### config.mk
export PLATFORM = sky130hd
export DESIGN_NAME = id_ex_stage
export DESIGN_NICKNAME = d
export VERILOG_FILES = /design/src/rtl/cpu_pkg.sv /design/src/rtl/id_ex_stage_hazard_detect.sv /design/src/rtl/id_ex_stage.sv
export SDC_FILE = /design/constraint.sdc
export NUM_CORES = 1
export LEC_CHECK = 0
export ABC_AREA = 1
export CORE_UTILIZATION = 40
export DETAILED_ROUTE_END_ITERATION = 8
export MAX_ROUTING_LAYER = met4
export PLACE_DENSITY_LB_ADDON = 0.12
export SLEW_MARGIN = 20
export SYNTH_ARGS = -nofsm -noshare
export SYNTH_HDL_FRONTEND = slang
export SYNTH_SLANG_ARGS = --single-unit
### constraint.sdc
create_clock -name clk -period 6.2 [get_ports clk]
set_input_delay 1.24 -clock clk [delete_from_list [all_inputs] [get_ports clk]]
set_output_delay 1.24 -clock clk [all_outputs]
set_load 0.02 [all_outputs]
### src/rtl/cpu_pkg.sv
/*==========================================================================
 * Module  : cpu_pkg
 * Brief   : Shared opcode, control-bit index and ALUOp encodings for the
 *           decode/execute pipeline.
 * Revision: 1.0  initial release
 *==========================================================================*/
`default_nettype none

package cpu_pkg;

    localparam int CTRL_W  = 7;
    localparam int ALUOP_W = 3;
    localparam int OP_W    = 6;

    localparam logic [OP_W-1:0] OP_R    = 6'b000000;
    localparam logic [OP_W-1:0] OP_LW   = 6'b000100;
    localparam logic [OP_W-1:0] OP_SW   = 6'b000101;
    localparam logic [OP_W-1:0] OP_BEQ  = 6'b000110;
    localparam logic [OP_W-1:0] OP_ADDI = 6'b000111;
    localparam logic [OP_W-1:0] OP_SLTI = 6'b000001;

    // Bit positions inside the {RegDst..Branch} control vector
    localparam int CTRL_REGDST   = 6;
    localparam int CTRL_ALUSRC   = 5;
    localparam int CTRL_MEMTOREG = 4;
    localparam int CTRL_REGWRITE = 3;
    localparam int CTRL_MEMREAD  = 2;
    localparam int CTRL_MEMWRITE = 1;
    localparam int CTRL_BRANCH   = 0;

    localparam logic [ALUOP_W-1:0] ALUOP_RTYPE = 3'b000;
    localparam logic [ALUOP_W-1:0] ALUOP_SUB   = 3'b001;
    localparam logic [ALUOP_W-1:0] ALUOP_SLT   = 3'b010;
    localparam logic [ALUOP_W-1:0] ALUOP_ADD   = 3'b011;

    localparam logic [CTRL_W-1:0]  BUBBLE_CTRL = 7'b0000000;

    // Only R-type, SW and BEQ read rt as a source operand
    function automatic logic uses_rt(input logic [OP_W-1:0] opcode);
        return (opcode == OP_R) || (opcode == OP_SW) || (opcode == OP_BEQ);
    endfunction

endpackage

`default_nettype wire

### src/rtl/id_ex_stage_hazard_detect.sv
/*==========================================================================
 * Module  : hazard_detect
 * Brief   : Combinational load-use detection between an LW in EX and the
 *           instruction currently in ID.
 * Revision: 1.0  initial release
 *==========================================================================*/
`default_nettype none

module hazard_detect
    import cpu_pkg::*;
#(
    parameter int REG_AW = 5
) (
    input  logic              id_valid,
    input  logic [OP_W-1:0]   id_opcode,
    input  logic [REG_AW-1:0] id_rs,
    input  logic [REG_AW-1:0] id_rt,
    input  logic              ex_memread,
    input  logic [REG_AW-1:0] ex_rt,
    input  logic              flush,
    output logic              load_use,
    output logic              stall
);

    logic use_rt;
    logic rs_hit;
    logic rt_hit;

    always_comb begin
        use_rt   = uses_rt(id_opcode);
        rs_hit   = (ex_rt == id_rs);
        rt_hit   = use_rt && (ex_rt == id_rt);
        // r0 is hardwired zero, so a load into it never creates a dependency
        load_use = id_valid && ex_memread && (ex_rt != '0) && (rs_hit || rt_hit);
        stall    = load_use && !flush;
    end

endmodule

`default_nettype wire

### src/rtl/id_ex_stage.sv
/*==========================================================================
 * Module  : id_ex_stage
 * Brief   : ID/EX pipeline register with load-use stall, bubble insertion
 *           on flush, and a saturating stall counter.
 * Revision: 1.0  initial release
 *==========================================================================*/
`default_nettype none

module id_ex_stage
    import cpu_pkg::*;
#(
    parameter int DATA_W = 32,
    parameter int REG_AW = 5,
    parameter int CNT_W  = 16
) (
    input  logic               clk,
    input  logic               rst,
    input  logic               id_valid,
    input  logic [OP_W-1:0]    id_opcode,
    input  logic [CTRL_W-1:0]  id_ctrl,
    input  logic [ALUOP_W-1:0] id_aluop,
    input  logic [REG_AW-1:0]  id_rs,
    input  logic [REG_AW-1:0]  id_rt,
    input  logic [REG_AW-1:0]  id_rd,
    input  logic [DATA_W-1:0]  id_rdata1,
    input  logic [DATA_W-1:0]  id_rdata2,
    input  logic [DATA_W-1:0]  id_imm,
    input  logic               flush,
    output logic               stall,
    output logic [CTRL_W-1:0]  ex_ctrl,
    output logic [ALUOP_W-1:0] ex_aluop,
    output logic [REG_AW-1:0]  ex_rs,
    output logic [REG_AW-1:0]  ex_rt,
    output logic [REG_AW-1:0]  ex_wreg,
    output logic [DATA_W-1:0]  ex_rdata1,
    output logic [DATA_W-1:0]  ex_rdata2,
    output logic [DATA_W-1:0]  ex_imm,
    output logic [CNT_W-1:0]   stall_count
);

    logic [CTRL_W-1:0]  ctrl_q,   ctrl_d;
    logic [ALUOP_W-1:0] aluop_q,  aluop_d;
    logic [REG_AW-1:0]  rs_q,     rs_d;
    logic [REG_AW-1:0]  rt_q,     rt_d;
    logic [REG_AW-1:0]  wreg_q,   wreg_d;
    logic [DATA_W-1:0]  rdata1_q, rdata1_d;
    logic [DATA_W-1:0]  rdata2_q, rdata2_d;
    logic [DATA_W-1:0]  imm_q,    imm_d;
    logic [CNT_W-1:0]   cnt_q,    cnt_d;

    logic load_use;

    hazard_detect #(
        .REG_AW (REG_AW)
    ) u_hazard_detect (
        .id_valid   (id_valid),
        .id_opcode  (id_opcode),
        .id_rs      (id_rs),
        .id_rt      (id_rt),
        .ex_memread (ctrl_q[CTRL_MEMREAD]),
        .ex_rt      (rt_q),
        .flush      (flush),
        .load_use   (load_use),
        .stall      (stall)
    );

    always_comb begin
        ctrl_d   = BUBBLE_CTRL;
        aluop_d  = ALUOP_RTYPE;
        rs_d     = '0;
        rt_d     = '0;
        wreg_d   = '0;
        rdata1_d = '0;
        rdata2_d = '0;
        imm_d    = '0;
        cnt_d    = cnt_q;

        if (flush) begin
            // bubble; a flushed load-use is not a real stall
        end else if (load_use) begin
            if (cnt_q != {CNT_W{1'b1}}) begin
                cnt_d = cnt_q + 1'b1;
            end
        end else if (id_valid) begin
            ctrl_d   = id_ctrl;
            aluop_d  = id_aluop;
            rs_d     = id_rs;
            rt_d     = id_rt;
            wreg_d   = id_ctrl[CTRL_REGDST] ? id_rd : id_rt;
            rdata1_d = id_rdata1;
            rdata2_d = id_rdata2;
            imm_d    = id_imm;
        end
    end

    always_ff @(posedge clk or posedge rst) begin
        if (rst) begin
            ctrl_q   <= BUBBLE_CTRL;
            aluop_q  <= ALUOP_RTYPE;
            rs_q     <= '0;
            rt_q     <= '0;
            wreg_q   <= '0;
            rdata1_q <= '0;
            rdata2_q <= '0;
            imm_q    <= '0;
            cnt_q    <= '0;
        end else begin
            ctrl_q   <= ctrl_d;
            aluop_q  <= aluop_d;
            rs_q     <= rs_d;
            rt_q     <= rt_d;
            wreg_q   <= wreg_d;
            rdata1_q <= rdata1_d;
            rdata2_q <= rdata2_d;
            imm_q    <= imm_d;
            cnt_q    <= cnt_d;
        end
    end

    assign ex_ctrl     = ctrl_q;
    assign ex_aluop    = aluop_q;
    assign ex_rs       = rs_q;
    assign ex_rt       = rt_q;
    assign ex_wreg     = wreg_q;
    assign ex_rdata1   = rdata1_q;
    assign ex_rdata2   = rdata2_q;
    assign ex_imm      = imm_q;
    assign stall_count = cnt_q;

endmodule

`default_nettype wire
==> qor.txt <==
Core area - 13190 um^2
CTS root buffer - clkbuf_16
WP data required - 4.96 ns
Crit share post-route - 69.05%
Hold Vio Cnt, Final - 0
Critical Path Max Stage Delay - 0.60 ns
Worst-path clk slew - 0.05 ns
CP Capture Type - output port
Worst-path cell chain - clkdlybuf4s50_1 -> xnor2_1 -> nand2_1 -> nor2_1 -> nand2_2 -> nand2_2 -> nand2_4 -> nor2_1 -> clkdlybuf4s50_1
Routed vias/inst - 4.697
Synth Register Bits - 137
DRT iter0 DRCs - 186
Insertion delay of the later-clocked pin in the worst-skew pair - 0.41 ns
Htree depth - 4
Worst slew pin tran - 0.8501 ns
Final net count - 964
IO Pins - 269
CTS Hold Bufs - 0
CTS Sinks - 137
Fraction of layout cells with a size suffix above 1 - 4.982%
Dpl hpwl - 10.76 mm
Die width - 118.2 um
Power Dens Cells - 243.0 nW/um^2
Number of diodes - 0
Clock Skews - 0.005956 ns
GRT Total Usage - 23.51%
Compound-Gate Fraction of Synth Area - 0.7646%
Largest net degree at the start of global routing - 114
Worst hold slack - 0.5351 ns
Worst EP arrival - 3.04 ns
Worst slew margin - 43.33%
Slowest-stage cell, CP - clkdlybuf4s50_1
Via count - 4786
Post-route setup slack - 1.919 ns
Seq/Total Area, Yosys - 63.48%
Xor-xnor portion of the synthesized cell area - 3.244%
Die ar. - 13970 um^2
Syn nets - 704
DRC viols - 0
Max FO, Critical Path - 3
Leakage power - 0.004233 uW
CTS tree - yes
Adder and majority cell fraction of the synthesized area - 0.2317%
Yosys cell types - 28
Wire length per cell - 15.17 um
Initial antenna violation count - 0
Post-synthesis simple-gate area fraction - 26.37%
Post-CTS setup buffers - 0
GPL Wtd Cong - 0.8934
DRT Wirelength - 15.46 mm
Site Rows - 42
Mapped Area - 5400 um^2
Die H - 118.2 um
TritonCTS Buffers - 17
Max-cap violations - 0
Crit Path Class - in -> out
Hold Crit Class - reg -> reg
Port Buffers - 268
Mapped Cells - 572
Final setup vio count - 0
Initial Util - 40.94%
Post-synth EDFFs - 0
Fin Setup TNS - 0 ns
Startpoint Class - input port
Post-route ant nets - 0
Mux cell area share after synthesis - 0.5561%
Congestion Overflow GR - 0
Largest family of logic cells by synthesized area - simple AND/OR/NAND/NOR gates
Max frequency - 233.6 MHz
Post-cts sizing count - 0
Slew Viols, Final - 0
Ys Warns - 0
First-pass GRT wire length - 24.43 mm
First-pass DRT Iterations - 4
Top FF cell, synth - dfrtp_1
Peak supply drop - 0.1553 mV
CTS max path bufs - 2
Vias in the first global route - 4824
Place WS - 1.918 ns
Area Growth Syn to Fin - 61.08%
Status - completed
Setup repair after global routing missed its margin - no
Mapped Avg Cell Area - 9.441 um^2
Final Critical Period - 4.281 ns
R2r setup slk - 3.93 ns
FFs w/ async S/R, synth - 100.0%
kinds of logic after synthesis:
family,after synthesis
AO/OA/AOI/OAI,5
XOR/XNOR,20
adder cells (fa/ha/maj),1
buffers and inverters,55
flip-flops,137
multiplexers,3
AND/OR/NAND/NOR,351
per-stage QoR:
stage	cells	utilization [%]	power, uW	instance area [um^2]
after global placement	988	61.74	1224	8144
final	1019	65.95	2113	8698
after detailed placement	988	61.74	1227	8144
after floorplan	572	-	1058	5400
after CTS	1018	65.74	2138	8671
after global routing	1019	65.95	2189	8698
synthesized netlist by cell type (2+ instances only):
master | count | share of area (%)
mux2i_1 | 3 | 0.56
nor3_1 | 13 | 1.2
nor2_1 | 128 | 8.9
buf_1 | 2 | 0.14
nand2_2 | 3 | 0.35
buf_4 | 3 | 0.42
buf_2 | 6 | 0.56
xor2_1 | 12 | 1.9
buf_6 | 7 | 1.5
nand3_1 | 10 | 0.93
nand2_1 | 175 | 12
inv_1 | 22 | 1.5
dfrtp_1 | 137 | 63
nand4_1 | 18 | 2.1
o21ai_0 | 2 | 0.19
clkbuf_1 | 12 | 0.83
xnor2_1 | 8 | 1.3
state kept, by name, indices dropped and copies added, names as in the netlist:
signal       count
ex_rt            5
ex_rs            5
ex_imm          32
stall_count     16
ex_aluop         3
ex_rdata1       32
ex_wreg          5
ex_rdata2       32
ex_ctrl          7
final cells by class:
class | count | area, um^2
clock buffer | 20 | 446.7
clock inverter | 10 | 80.08
fill | 1079 | 4492
inverter | 24 | 95.09
multi-input combinational | 380 | 1695
sequential | 137 | 3428
tap | 176 | 220.2
timing repair buffer | 272 | 2733
layer usage:
| metal | routed length (um) | vias to the layer above | track usage [%] |
|---|---|---|---|
| met1 | 6151 | 2243 | 25.71 |
| met4 | 696 | 0 | 13.22 |
| met2 | 7454 | 219 | 38.27 |
| met3 | 1159 | 47 | 7.046 |
| li1 | - | 2277 | - |
| met5 | 0 | - | - |
critical path: cells and delay by family:
family | cells | cell delay, ns
buf+inv | 2 | 1.11
xor+xnor | 1 | 0.14
simple gates | 6 | 0.55
cell usage in the layout, fill, tap and decap left out, types with 2 or more instances in the layout:
master and n:
inv_1 21, xor2_1 12, buf_4 3, clkbuf_1 2
mux2i_1 3, nand2_2 2, clkbuf_16 17, clkdlybuf4s50_1 268
nand2_4 2, o21ai_0 2, nand3_1 10, nor3_1 13
nand2_1 174, clkinvlp_4 2, xnor2_1 8, nand4_1 18
nor2_1 128, dfrtp_1 137, clkinv_2 7
power breakdown:
group | internal (uW) | switching, uW | total, uW
logic | 146 | 128 | 275
registers | 925 | 10.8 | 936
clock network | 551 | 352 | 903
total | 1620 | 491 | 2110
final timing paths:
path | endpoint | startpoint | cells past startpoint
setup / recovery | stall | id_rt[2] | 9
hold / removal | stall_count[12]$_DFFE_PP0P_ | stall_count[12]$_DFFE_PP0P_ | 2
setup reg to reg | stall_count[14]$_DFFE_PP0P_ | stall_count[0]$_DFFE_PP0P_ | 7
hold reg to reg | stall_count[12]$_DFFE_PP0P_ | stall_count[12]$_DFFE_PP0P_ | 2
max in group asynchronous | ex_imm[7]$_DFF_PP0_ | rst | 3
min in group asynchronous | ex_imm[4]$_DFF_PP0_ | rst | 2
Power figures use the tool's default switching activity.
